`src/rtl/noc_pkg.sv`:
```
// Shared NoC definitions: flit type codes, transmit FSM encoding and the flit type width
// used by both the NI transmit side and the router input-port control.
package noc_pkg;

  localparam int NOC_TYPE_W = 2;

  typedef enum logic [NOC_TYPE_W-1:0] {
    FLIT_NONE    = 2'd0,
    FLIT_HEAD    = 2'd1,
    FLIT_PAYLOAD = 2'd2,
    FLIT_TAIL    = 2'd3
  } flit_type_e;

  typedef enum logic [1:0] {
    TX_IDLE,
    TX_HEAD,
    TX_PAYLOAD,
    TX_TAIL
  } tx_state_e;

  function automatic flit_type_e flitTypeOf(input tx_state_e s);
    case (s)
      TX_HEAD:    return FLIT_HEAD;
      TX_PAYLOAD: return FLIT_PAYLOAD;
      TX_TAIL:    return FLIT_TAIL;
      default:    return FLIT_NONE;
    endcase
  endfunction

endpackage

```
`src/rtl/flit_serializer.sv`:
```
// Phit selector for one flit: owns the phit counter (advances only on a handshake,
// wraps at the end of the flit) and muxes the current phit out of the flit word.
module flit_serializer
  import noc_pkg::*;
#(
  parameter int PHIT_WIDTH    = 32,
  parameter int PHIT_PER_FLIT = 2
) (
  input  logic                                clk,
  input  logic                                rst,
  input  logic                                advance,
  input  logic [PHIT_WIDTH*PHIT_PER_FLIT-1:0] flitWord,
  output logic [PHIT_WIDTH-1:0]               phitOut,
  output logic                                lastPhit
);

  localparam int PCW = (PHIT_PER_FLIT > 1) ? $clog2(PHIT_PER_FLIT) : 1;

  logic [PCW-1:0] phitCnt;

  assign lastPhit = (phitCnt == PCW'(PHIT_PER_FLIT - 1));

  always_ff @(posedge clk) begin
    if (rst) begin
      phitCnt <= '0;
    end else if (advance) begin
      phitCnt <= lastPhit ? '0 : phitCnt + PCW'(1);
    end
  end

  // Least-significant phit of the flit goes out first.
  always_comb begin
    phitOut = '0;
    for (int p = 0; p < PHIT_PER_FLIT; p++) begin
      if (phitCnt == PCW'(p)) begin
        phitOut = flitWord[p*PHIT_WIDTH +: PHIT_WIDTH];
      end
    end
  end

endmodule

```
`src/rtl/ni_packet_tx.sv`:
```
// NI transmit: serialises an accepted packet into head/payload/tail flits of phits.
// Optional macro NI_TX_BACK2BACK_EN: accept the next packet on the final tail handshake (no bubble).
module ni_packet_tx
  import noc_pkg::*;
#(
  parameter int PHIT_WIDTH      = 32,
  parameter int PHIT_PER_FLIT   = 2,
  parameter int FLIT_PER_PACKET = 4,
  parameter int DEST_WIDTH      = 4,
  parameter int TYPE_WIDTH      = NOC_TYPE_W
) (
  input  logic                                                        clk,
  input  logic                                                        rst,
  input  logic                                                        pkt_valid,
  output logic                                                        pkt_ready,
  input  logic [DEST_WIDTH-1:0]                                       pkt_dest,
  input  logic [PHIT_WIDTH*PHIT_PER_FLIT*(FLIT_PER_PACKET-1)-1:0]     pkt_payload,
  output logic [PHIT_WIDTH-1:0]                                       phit_out,
  output logic [TYPE_WIDTH-1:0]                                       flit_type_out,
  output logic                                                        valid_out,
  input  logic                                                        ready_out,
  output logic                                                        pkt_done
);

  localparam int FLIT_W = PHIT_WIDTH * PHIT_PER_FLIT;
  localparam int PAY_W  = FLIT_W * (FLIT_PER_PACKET - 1);
  localparam int FCW    = $clog2(FLIT_PER_PACKET);

  tx_state_e             state, stateNext;
  logic [FCW-1:0]        flitCnt, flitCntNext;
  logic [DEST_WIDTH-1:0] destReg;
  logic [PAY_W-1:0]      payloadReg;
  logic [FLIT_W-1:0]     flitWord;
  logic [PHIT_WIDTH-1:0] phitSel;
  logic                  accept;
  logic                  handshake;
  logic                  lastPhit;
  logic                  flitDone;
  logic                  lastFlitDone;

  // valid_out comes straight from the state register so a ready that depends on valid cannot loop.
  assign valid_out    = (state != TX_IDLE);
  assign handshake    = valid_out & ready_out;
  assign flitDone     = handshake & lastPhit;
  assign lastFlitDone = flitDone & (state == TX_TAIL);
  assign pkt_done     = lastFlitDone;

`ifdef NI_TX_BACK2BACK_EN
  assign pkt_ready = ~rst & ((state == TX_IDLE) | lastFlitDone);
`else
  assign pkt_ready = ~rst & (state == TX_IDLE);
`endif

  assign accept = pkt_valid & pkt_ready;

  always_comb begin
    stateNext   = state;
    flitCntNext = flitCnt;
    case (state)
      TX_IDLE: begin
        if (accept) begin
          stateNext   = TX_HEAD;
          flitCntNext = '0;
        end
      end
      TX_HEAD: begin
        if (flitDone) begin
          flitCntNext = flitCnt + FCW'(1);
          stateNext   = (FLIT_PER_PACKET == 2) ? TX_TAIL : TX_PAYLOAD;
        end
      end
      TX_PAYLOAD: begin
        if (flitDone) begin
          flitCntNext = flitCnt + FCW'(1);
          if (flitCnt == FCW'(FLIT_PER_PACKET - 2)) begin
            stateNext = TX_TAIL;
          end
        end
      end
      TX_TAIL: begin
        if (flitDone) begin
          stateNext   = TX_IDLE;
          flitCntNext = '0;
`ifdef NI_TX_BACK2BACK_EN
          if (accept) begin
            stateNext = TX_HEAD;
          end
`endif
        end
      end
      default: begin
        stateNext   = TX_IDLE;
        flitCntNext = '0;
      end
    endcase
  end

  always_ff @(posedge clk) begin
    if (rst) begin
      state   <= TX_IDLE;
      flitCnt <= '0;
    end else begin
      state   <= stateNext;
      flitCnt <= flitCntNext;
    end
  end

  // Packet capture: data registers carry no reset, they are qualified by state.
  always_ff @(posedge clk) begin
    if (accept) begin
      destReg    <= pkt_dest;
      payloadReg <= pkt_payload;
    end
  end

  // Head flit carries only the zero-extended destination; flit f>=1 maps to payload slot f-1.
  always_comb begin
    flitWord = '0;
    if (state == TX_HEAD) begin
      flitWord[DEST_WIDTH-1:0] = destReg;
    end else if (state != TX_IDLE) begin
      for (int f = 1; f < FLIT_PER_PACKET; f++) begin
        if (flitCnt == FCW'(f)) begin
          flitWord = payloadReg[(f-1)*FLIT_W +: FLIT_W];
        end
      end
    end
  end

  flit_serializer #(
    .PHIT_WIDTH    (PHIT_WIDTH),
    .PHIT_PER_FLIT (PHIT_PER_FLIT)
  ) uSer (
    .clk      (clk),
    .rst      (rst),
    .advance  (handshake),
    .flitWord (flitWord),
    .phitOut  (phitSel),
    .lastPhit (lastPhit)
  );

  assign phit_out      = valid_out ? phitSel : '0;
  assign flit_type_out = TYPE_WIDTH'(flitTypeOf(state));

endmodule

```
`config.mk`:
```
export PLATFORM = sky130hd
export DESIGN_NAME = ni_packet_tx
export DESIGN_NICKNAME = d
export VERILOG_FILES = /design/src/rtl/noc_pkg.sv /design/src/rtl/flit_serializer.sv /design/src/rtl/ni_packet_tx.sv
export SDC_FILE = /design/constraint.sdc
export NUM_CORES = 1
export LEC_CHECK = 0
export CORE_ASPECT_RATIO = 1.75
export CORE_MARGIN = 2
export CORE_UTILIZATION = 48
export DETAILED_ROUTE_END_ITERATION = 6
export GPL_TIMING_DRIVEN = 0
export MAX_ROUTING_LAYER = met4
export PLACE_DENSITY = 0.8
export SLEW_MARGIN = 20
export SYNTH_ARGS = -nofsm -noshare
export SYNTH_HDL_FRONTEND = slang
export SYNTH_SLANG_ARGS = --single-unit
```
`constraint.sdc`:
```
create_clock -name clk -period 6.95 [get_ports clk]
set_clock_uncertainty 0.2 [all_clocks]
set_input_delay 1.0425 -clock clk [delete_from_list [all_inputs] [get_ports clk]]
set_output_delay 1.0425 -clock clk [all_outputs]
set_load 0.005 [all_outputs]
```
==> metrics.md, run 1 <==
| Metric | Value |
|---|---|
| Outcome | finished, final reports clean |
| Critical path capture point | phit_out[3] |
| Clock Tree Root | clkbuf_16 |
| Routability congestion estimate | just under 0.9 |
| Crit path required time | ~5.7 ns |
| Crit path kind | reg2out |
| IO buf count | 236 |
| Syn-to-layout area delta | 40.9% |
| Chip height | approximately 180 um |
| Number of global-route vias before repair | 5,968 |
| Post-synthesis cell count | 549 |
| Crit path capture type | output pin |
| Mapped Area | about 8000 um^2 |
| Core footprint | about 17,000 um^2 |
| Final WL | 21,800 um |
| Critical Path Fanout Max | 10 |
| Share of cells above drive strength 1 | 10.7% |
| Worst path buffer plus inverter count | 5 |
| Die area | between 15,000 and 20,000 um^2 |
| Via-to-Cell Ratio | 5.29 |
| H-tree depth | 1 |
| Reg clk slew, reported paths | around 0.07 ns |
| Flop2flop setup slack | around 4.6 ns |
| R2R Path Start | state[0]$_SDFFE_PP0P_ |
| First-pass GRT wire length | between 30,000 and 40,000 um |
| Critical Path Source | flitCnt[0]$_SDFFE_PP0P_ |
| Starting density of the core | between 40% and 50% |
| Slew margin rel. | between 50% and 60% |
| Critical path depth | 10 |
| Initial antenna violation count | 3 |
| Fillcell total | 1,218 |
| DR pass1 iterations | 5 |
| FMAX | about 230 MHz |
| Top_reg_cell synth | edfxtp_1 |
| Cts hold-fix bufs | 0 |
| CTS buffer count | 19 |
| FFs w/ async S/R, synth | 0% |
| Post-route antenna net violation count | 0 |
| Residual DRC | 0 |
| Max-Cap Viols | 0 |
| Worst Setup Start Kind | flop |
| Seq/Total Area, Yosys | between 70% and 80% |
| # rows | between 60 and 70 |
| Synth Register Bits | ~200 |
| DR WL/cell | 20.7 um |
| # nets final | about 1,000 |
| Avg Inst Size Synth | approximately 15 um^2 |
| Worst-Margin Slew | just under 0.7 ns |
| Congestion Overflow GR | 0 |
| Placed insts | 1,015 |
| P_leak | approximately 3.8 nW |
| Final non-filler cell total | between 1,000 and 1,500 |
| CTS tree | done |
| Final Max Slew Viols | 0 |
| Clk Latency, worst-skew pair | 0.48 ns |
| GR Util All Layers | roughly a quarter |
| Most used cell along the critical path | buf_2 |
| Total number of vias | 5,568 |
| DP HPWL | roughly 16,000 um |
| Unrepaired setup endpoints after global routing | no |
| 1st-iter DRT viols | roughly 260 |
| Crit-path cells | inv_1, ha_1, buf_2, buf_2, buf_2, nand3b_1, a21oi_1, a21oi_1, o32ai_1, clkdlybuf4s50_1 |
| R2r worst-path depth | 5 |
| Yosys Warn Count | 0 |
| Die W | 103 um |
| Post-CTS sizing | 0 |
| Peak VDD IR | 0.251 mV |
| Max stage delay cell, worst path | clkdlybuf4s50_1 |
| Final setup violation count | 0 |
| Largest delay share family, worst path | buffers and inverters |
| Setup_tns | 0 ns |
| Worst Hold Class | reg2reg |
| Hold Violations, Final | 0 |
| Largest net degree at the start of global routing | 65 |
| Number of distinct library cells after synthesis | 26 |
| Power density cells | roughly 300 nW/um^2 |
| Num Clock Sinks | about 200 |
| Longest Clk Path Bufs | 3 |
| Post-synth EDFFs | a little under 200 |
| Crit path arrival time | 3.03 ns |
| Largest stage delay, worst path | around 0.56 ns |
| Final Cycle Share | around three fifths |
| Postcts setup bufs | 0 |
| Num ports | 237 |
| Critical R2R Capture | payloadReg[181]$_DFFE_PP_ |
| Post-synthesis net count | approximately 760 |
| Tmin final | ~4.3 ns |
-- cell usage after synthesis, types with 7 or more instances --
cell | instances | area, um^2
edfxtp_1 | 196 | 5890
a21oi_1 | 18 | 90.1
inv_1 | 12 | 45.0
clkbuf_1 | 9 | 33.8
o21ai_1 | 12 | 60.1
nand2_1 | 121 | 454
nor2b_1 | 30 | 188
ha_1 | 8 | 100
o21ai_0 | 49 | 245
buf_2 | 24 | 120
mux4_2 | 28 | 631
nand3b_1 | 7 | 52.6
-- worst min-delay path: stages (launching register included) --
cell and delay, ns:
dfxtp_1 0.34, nand2b_1 0.08, a21oi_1 0.06
-- where the power goes --
part           total, mW  switching, mW  internal [mW]
sequential          1.59         0.0495           1.54
combinational      0.778          0.418          0.360
clock               1.05          0.434          0.613
total               3.41          0.901           2.51
-- flip-flops by register name, indices dropped and copies added (netlist names) --
register	count
uSer.lastPhit	1
flitCnt	2
payloadReg	192
destReg	4
state	2
-- per-stage QoR --
step           util (%)  setup WS (ns)  power (mW)  cell area (um^2)  hold slack [ns]
6_report           68.6           2.68        3.41             11600            0.324
5_1_grt            68.6           2.55        3.55             11600            0.353
4_1_cts            68.5           2.69        3.43             11600            0.325
3_5_place_dp       64.8           3.26        2.39             10900            0.313
3_3_place_gp       64.4          -1.38        2.38             10900            0.290
2_1_floorplan         -          0.546        2.07              8210            0.273
-- logic make-up (layout without fill, tap and decap cells) --
family                     count (synthesis)  in the layout  synth area share (%)
AOI/OAI and AO/OA                         91             91                  6.06
muxes                                     28             28                  7.68
buffers and inverters                     47            320                  2.61
adders and majority gates                  8              8                  1.22
DFF                                      201            201                  72.9
xor gates and xnor gates                   1              1                 0.107
other                                      0              3                     0
and+or+nand+nor                          173            173                  9.43
-- routing by layer --
metal / global-route usage [%] / share of wire (%) / vias up
met5: - / 0 / -
met4: 11.5 / 4.5 / 0
met3: 3.44 / 6.3 / 62
met2: 43.1 / 55 / 266
met1: 26.0 / 34 / 2694
li1: - / - / 2546
-- final cells by class --
class	instances	area (um^2)	area share, %
multi-input combinational	301	2020	17.4
sequential	201	5990	51.7
clock buffer	21	483	4.18
antenna	3	7.51	0.0649
buffer	35	169	1.46
timing repair buffer	239	2440	21.1
tap	227	284	2.46
inverter	12	45.0	0.389
clock inverter	13	139	1.20
-- placed cells by master, fill, tap and decap left out --
master / n
and4_1: 1
clkinv_4: 1
a22oi_1: 5
ha_1: 8
nor2b_1: 30
a31o_2: 1
clkbuf_16: 19
edfxtp_1: 196
o32ai_1: 4
nand3b_1: 7
clkbuf_1: 11
xnor2_1: 1
dfxtp_1: 5
bufinv_16: 3
inv_6: 1
nor2_1: 6
diode_2: 3
o21ai_1: 12
o21ai_0: 49
inv_1: 12
a221oi_1: 1
a22oi_2: 1
nand2b_1: 3
a21oi_1: 18
or2_2: 3
mux4_2: 28
nand3_1: 1
buf_2: 24
buf_12: 1
nand2_1: 121
clkinv_1: 7
buf_4: 2
buf_16: 2
and3_4: 1
clkdlybuf4s50_1: 236
clkinv_2: 1
-- worst min-delay path by stage --
| stage | start | to | cells after the start |
|---|---|---|---|
| finish | flitCnt[0]$_SDFFE_PP0P_ | flitCnt[0]$_SDFFE_PP0P_ | 2 |
| CTS | flitCnt[0]$_SDFFE_PP0P_ | flitCnt[0]$_SDFFE_PP0P_ | 2 |
| global route | flitCnt[0]$_SDFFE_PP0P_ | flitCnt[0]$_SDFFE_PP0P_ | 2 |
| global placement | flitCnt[1]$_SDFFE_PP0P_ | flitCnt[1]$_SDFFE_PP0P_ | 2 |
| detailed placement | flitCnt[0]$_SDFFE_PP0P_ | flitCnt[0]$_SDFFE_PP0P_ | 2 |
| floorplan | flitCnt[1]$_SDFFE_PP0P_ | flitCnt[1]$_SDFFE_PP0P_ | 2 |
(Power assumes the default switching activity.)
==> run 2: changes to the inputs <==
- CORE_UTILIZATION: 48 -> 43
- PLACE_DENSITY: 0.8 -> 0.75
- clock period: 6.95 -> 3.65 ns (I/O delays scaled with it)
==> run 2 against run 1 <==
  * Register-to-register slack got worse by 3.7 ns
  * Hold slack got worse by 0.0022 ns
  * Core utilization fell by 6.6 points
  * Non-clock buffer count fell by 1
  * Critical path type unchanged
  * Power rose by 86%
==> metrics.md, run 2 (synthesized netlist as in run 1, its figures left out) <==
| Metric | Value |
|---|---|
| Reg clk slew, reported paths | 0.07 ns (about the same) |
| Num Clock Sinks | 201 (unchanged) |
| Reg with most FFs | payloadReg |
| Crit path required time | 2.90 ns (-2.81 ns) |
| Postcts setup bufs | 0 (unchanged) |
| Initial antenna violation count | 2 (-1) |
| Worst-Margin Slew | 0.655 ns (-0.0372 ns) |
| Peak VDD IR | 0.442 mV (+76%) |
| Logic pwr share | 23.6% (+0.8 points) |
| Power density cells | 549 nW/um^2 (+86%) |
| Crit path arrival time | 2.82 ns (-0.21 ns) |
| # nets final | 1,016 (-0.098%) |
| Crit-path cells | inv_1, ha_1, buf_4, buf_4, o21ai_0, mux4_2, nor2b_1, clkdlybuf4s50_1 |
| Max stage delay cell, worst path | mux4_2 |
| GR Util All Layers | 22.1% (-2.1 points) |
| Sw Share | 26.6% (+0.21 points) |
| DR WL/cell | 20.6 um (-0.48%) |
| Internal | 4.66 mW (+86%) |
| Critical Path Fanout Max | 10 (unchanged) |
| CTS buffer count | 19 (unchanged) |
| FMAX | 280 MHz |
| Final Max Slew Viols | 0 (unchanged) |
| Most common cell after layout, fill and taps aside | clkdlybuf4s50_1 |
| Chip height | 187 um (+5.5%) |
| Final WL | 21,800 um (+0.28%) |
| Outcome | finished, final reports clean |
| DP HPWL | 16,000 um (+0.61%) |
| Share of cells above drive strength 1 | 11.6% (+0.88 points) |
| Commonest non-fill, non-tap cells in the layout | 232 x clkdlybuf4s50_1, 196 x edfxtp_1, 121 x nand2_1, 48 x o21ai_0, 30 x nor2b_1 |
| Hold Violations, Final | 0 (unchanged) |
| Clock network power share | 28.9% (-1.8 points) |
| Unrepaired setup endpoints after global routing | yes |
| Most used cell along the critical path | buf_4 |
| P_leak | 3.86 nW (+0.84%) |
| Clk Latency, worst-skew pair | 0.48 ns (about the same) |
| Largest stage delay, worst path | 0.48 ns (-0.08 ns) |
| Longest Clk Path Bufs | 3 (unchanged) |
| Final Cycle Share | a little over nine tenths |
| R2r worst-path depth | 6 (+1) |
| CTS tree | done |
| Syn-to-layout area delta | 40.9% (about the same) |
| Crit path capture type | output pin |
| Fillcell total | 1,450 (+19%) |
| H-tree depth | 1 (unchanged) |
| Congestion Overflow GR | 0 (unchanged) |
| Num ports | 237 (unchanged) |
| # rows | 66 (+4.8%) |
| Core footprint | 18,700 um^2 (+11%) |
| Number of global-route vias before repair | 6,128 (+2.7%) |
| Hold-critical path depth | 2 (unchanged) |
| Setup_tns | 0 ns (unchanged) |
| Die W | 108 um (+5.4%) |
| 1st-iter DRT viols | 379 (+45%) |
| Starting density of the core | 44.0% (-4.7 points) |
| Max-Cap Viols | 0 (unchanged) |
| Worst Setup Start Kind | flop |
| Final setup violation count | 0 (unchanged) |
| Largest register FFs | 192 (unchanged) |
| Worst Hold Class | reg2reg |
| First-pass GRT wire length | 32,500 um (+3.3%) |
| IO buf count | 236 (unchanged) |
| Crit path kind | reg2out |
| Routability congestion estimate | 0.813 (-7.0%) |
| Tmin final | roughly 3.6 ns |
| Post-route antenna net violation count | 0 (unchanged) |
| Total number of vias | 5,463 (-1.9%) |
| Die area | 20,300 um^2 (+11%) |
| Slew margin rel. | 56.3% (+2.5 points) |
| Overall Power | 6.35 mW (+86%) |
| DR pass1 iterations | 5 (unchanged) |
| Sw Pwr | 1.69 mW (+88%) |
| Post-route worst hold slack | 0.321 ns (-0.00219 ns) |
| Residual DRC | 0 (unchanged) |
| Sequential Power Share | 47.5% (+1.0 points) |
| Largest net degree at the start of global routing | 59 (-9.2%) |
| Via-to-Cell Ratio | 5.15 (-2.6%) |
| Cts hold-fix bufs | 0 (unchanged) |
| Largest registers | payloadReg (192), destReg (4) |
| Clock Tree Root | clkbuf_16 |
## run 2: cell count changes in the layout (fill, tap and decap cells not counted), moves of 3 or more
cell	previous run	this run
buf_2	24	11
buf_4	2	10
clkbuf_1	11	6
clkbuf_2	0	5
clkbuf_4	0	7
clkdlybuf4s50_1	236	232
clkinv_1	7	4
## run 2: what timing repair did
action,CTS,global route
resized for setup,14,19
gates cloned,0,0
hold endpoints to repair,0,0
pin swaps,0,0
endpoints found under the setup margin,32,30
## run 2: final cells by class
type	instances	area (um^2)	share of cell area, %
diodes	2	5.00	0.0433
plain buffers	34	211	1.83
clock buffers	24	494	4.27
clock inverters	9	73.8	0.638
inverters	12	45.0	0.389
multi-input cells	301	2020	17.4
flip-flops and latches	201	5990	51.7
well taps	238	298	2.57
repair buffers	239	2440	21.1
## run 2: final timing paths
check                                             start                       end  slack [ns]
worst max-delay path            flitCnt[0]$_SDFFE_PP0P_              phit_out[16]        0.08
worst max register to register    state[0]$_SDFFE_PP0P_  payloadReg[84]$_DFFE_PP_        0.88
worst min register to register  flitCnt[1]$_SDFFE_PP0P_   flitCnt[1]$_SDFFE_PP0P_        0.32
worst min-delay path            flitCnt[1]$_SDFFE_PP0P_   flitCnt[1]$_SDFFE_PP0P_        0.32
## run 2: metrics by stage
step                      utilization [%]  instance area (um^2)  worst slack [ns]  std cells
after floorplan                         -                  8220             0.798        549
after global placement               58.3                 10900            -0.111       1023
after detailed placement             58.7                 11000             0.380       1026
after CTS                            61.8                 11500           -0.0158       1059
after global routing                 62.0                 11600           -0.0310       1060
final                                62.0                 11600            0.0840       1060
## run 2: power groups by stage
stage	combinational, mW	sequential, mW	clock (mW)
global route	1.63	3.04	1.96
CTS	1.51	3.02	1.88
global placement	1.41	3.07	0
detailed placement	1.50	3.06	0
floorplan	0.839	3.05	0
finish	1.50	3.01	1.84
## run 2: metal layers
metal,up-vias,part of all wire [%],track usage [%]
li1,2548,-,-
met1,2662,35,23.5
met2,213,56,40.6
met3,40,5.9,3.34
met4,0,3.4,7.99
met5,-,0,-
## run 2: critical path, delay by kind of cell (launching register included)
kind                       cells  cell delay (ns)
AOI/OAI and AO/OA              1             0.16
adders and majority gates      1             0.23
buffers and inverters          4             0.97
DFF                            1             0.34
muxes                          1             0.48
and+or+nand+nor                1             0.16
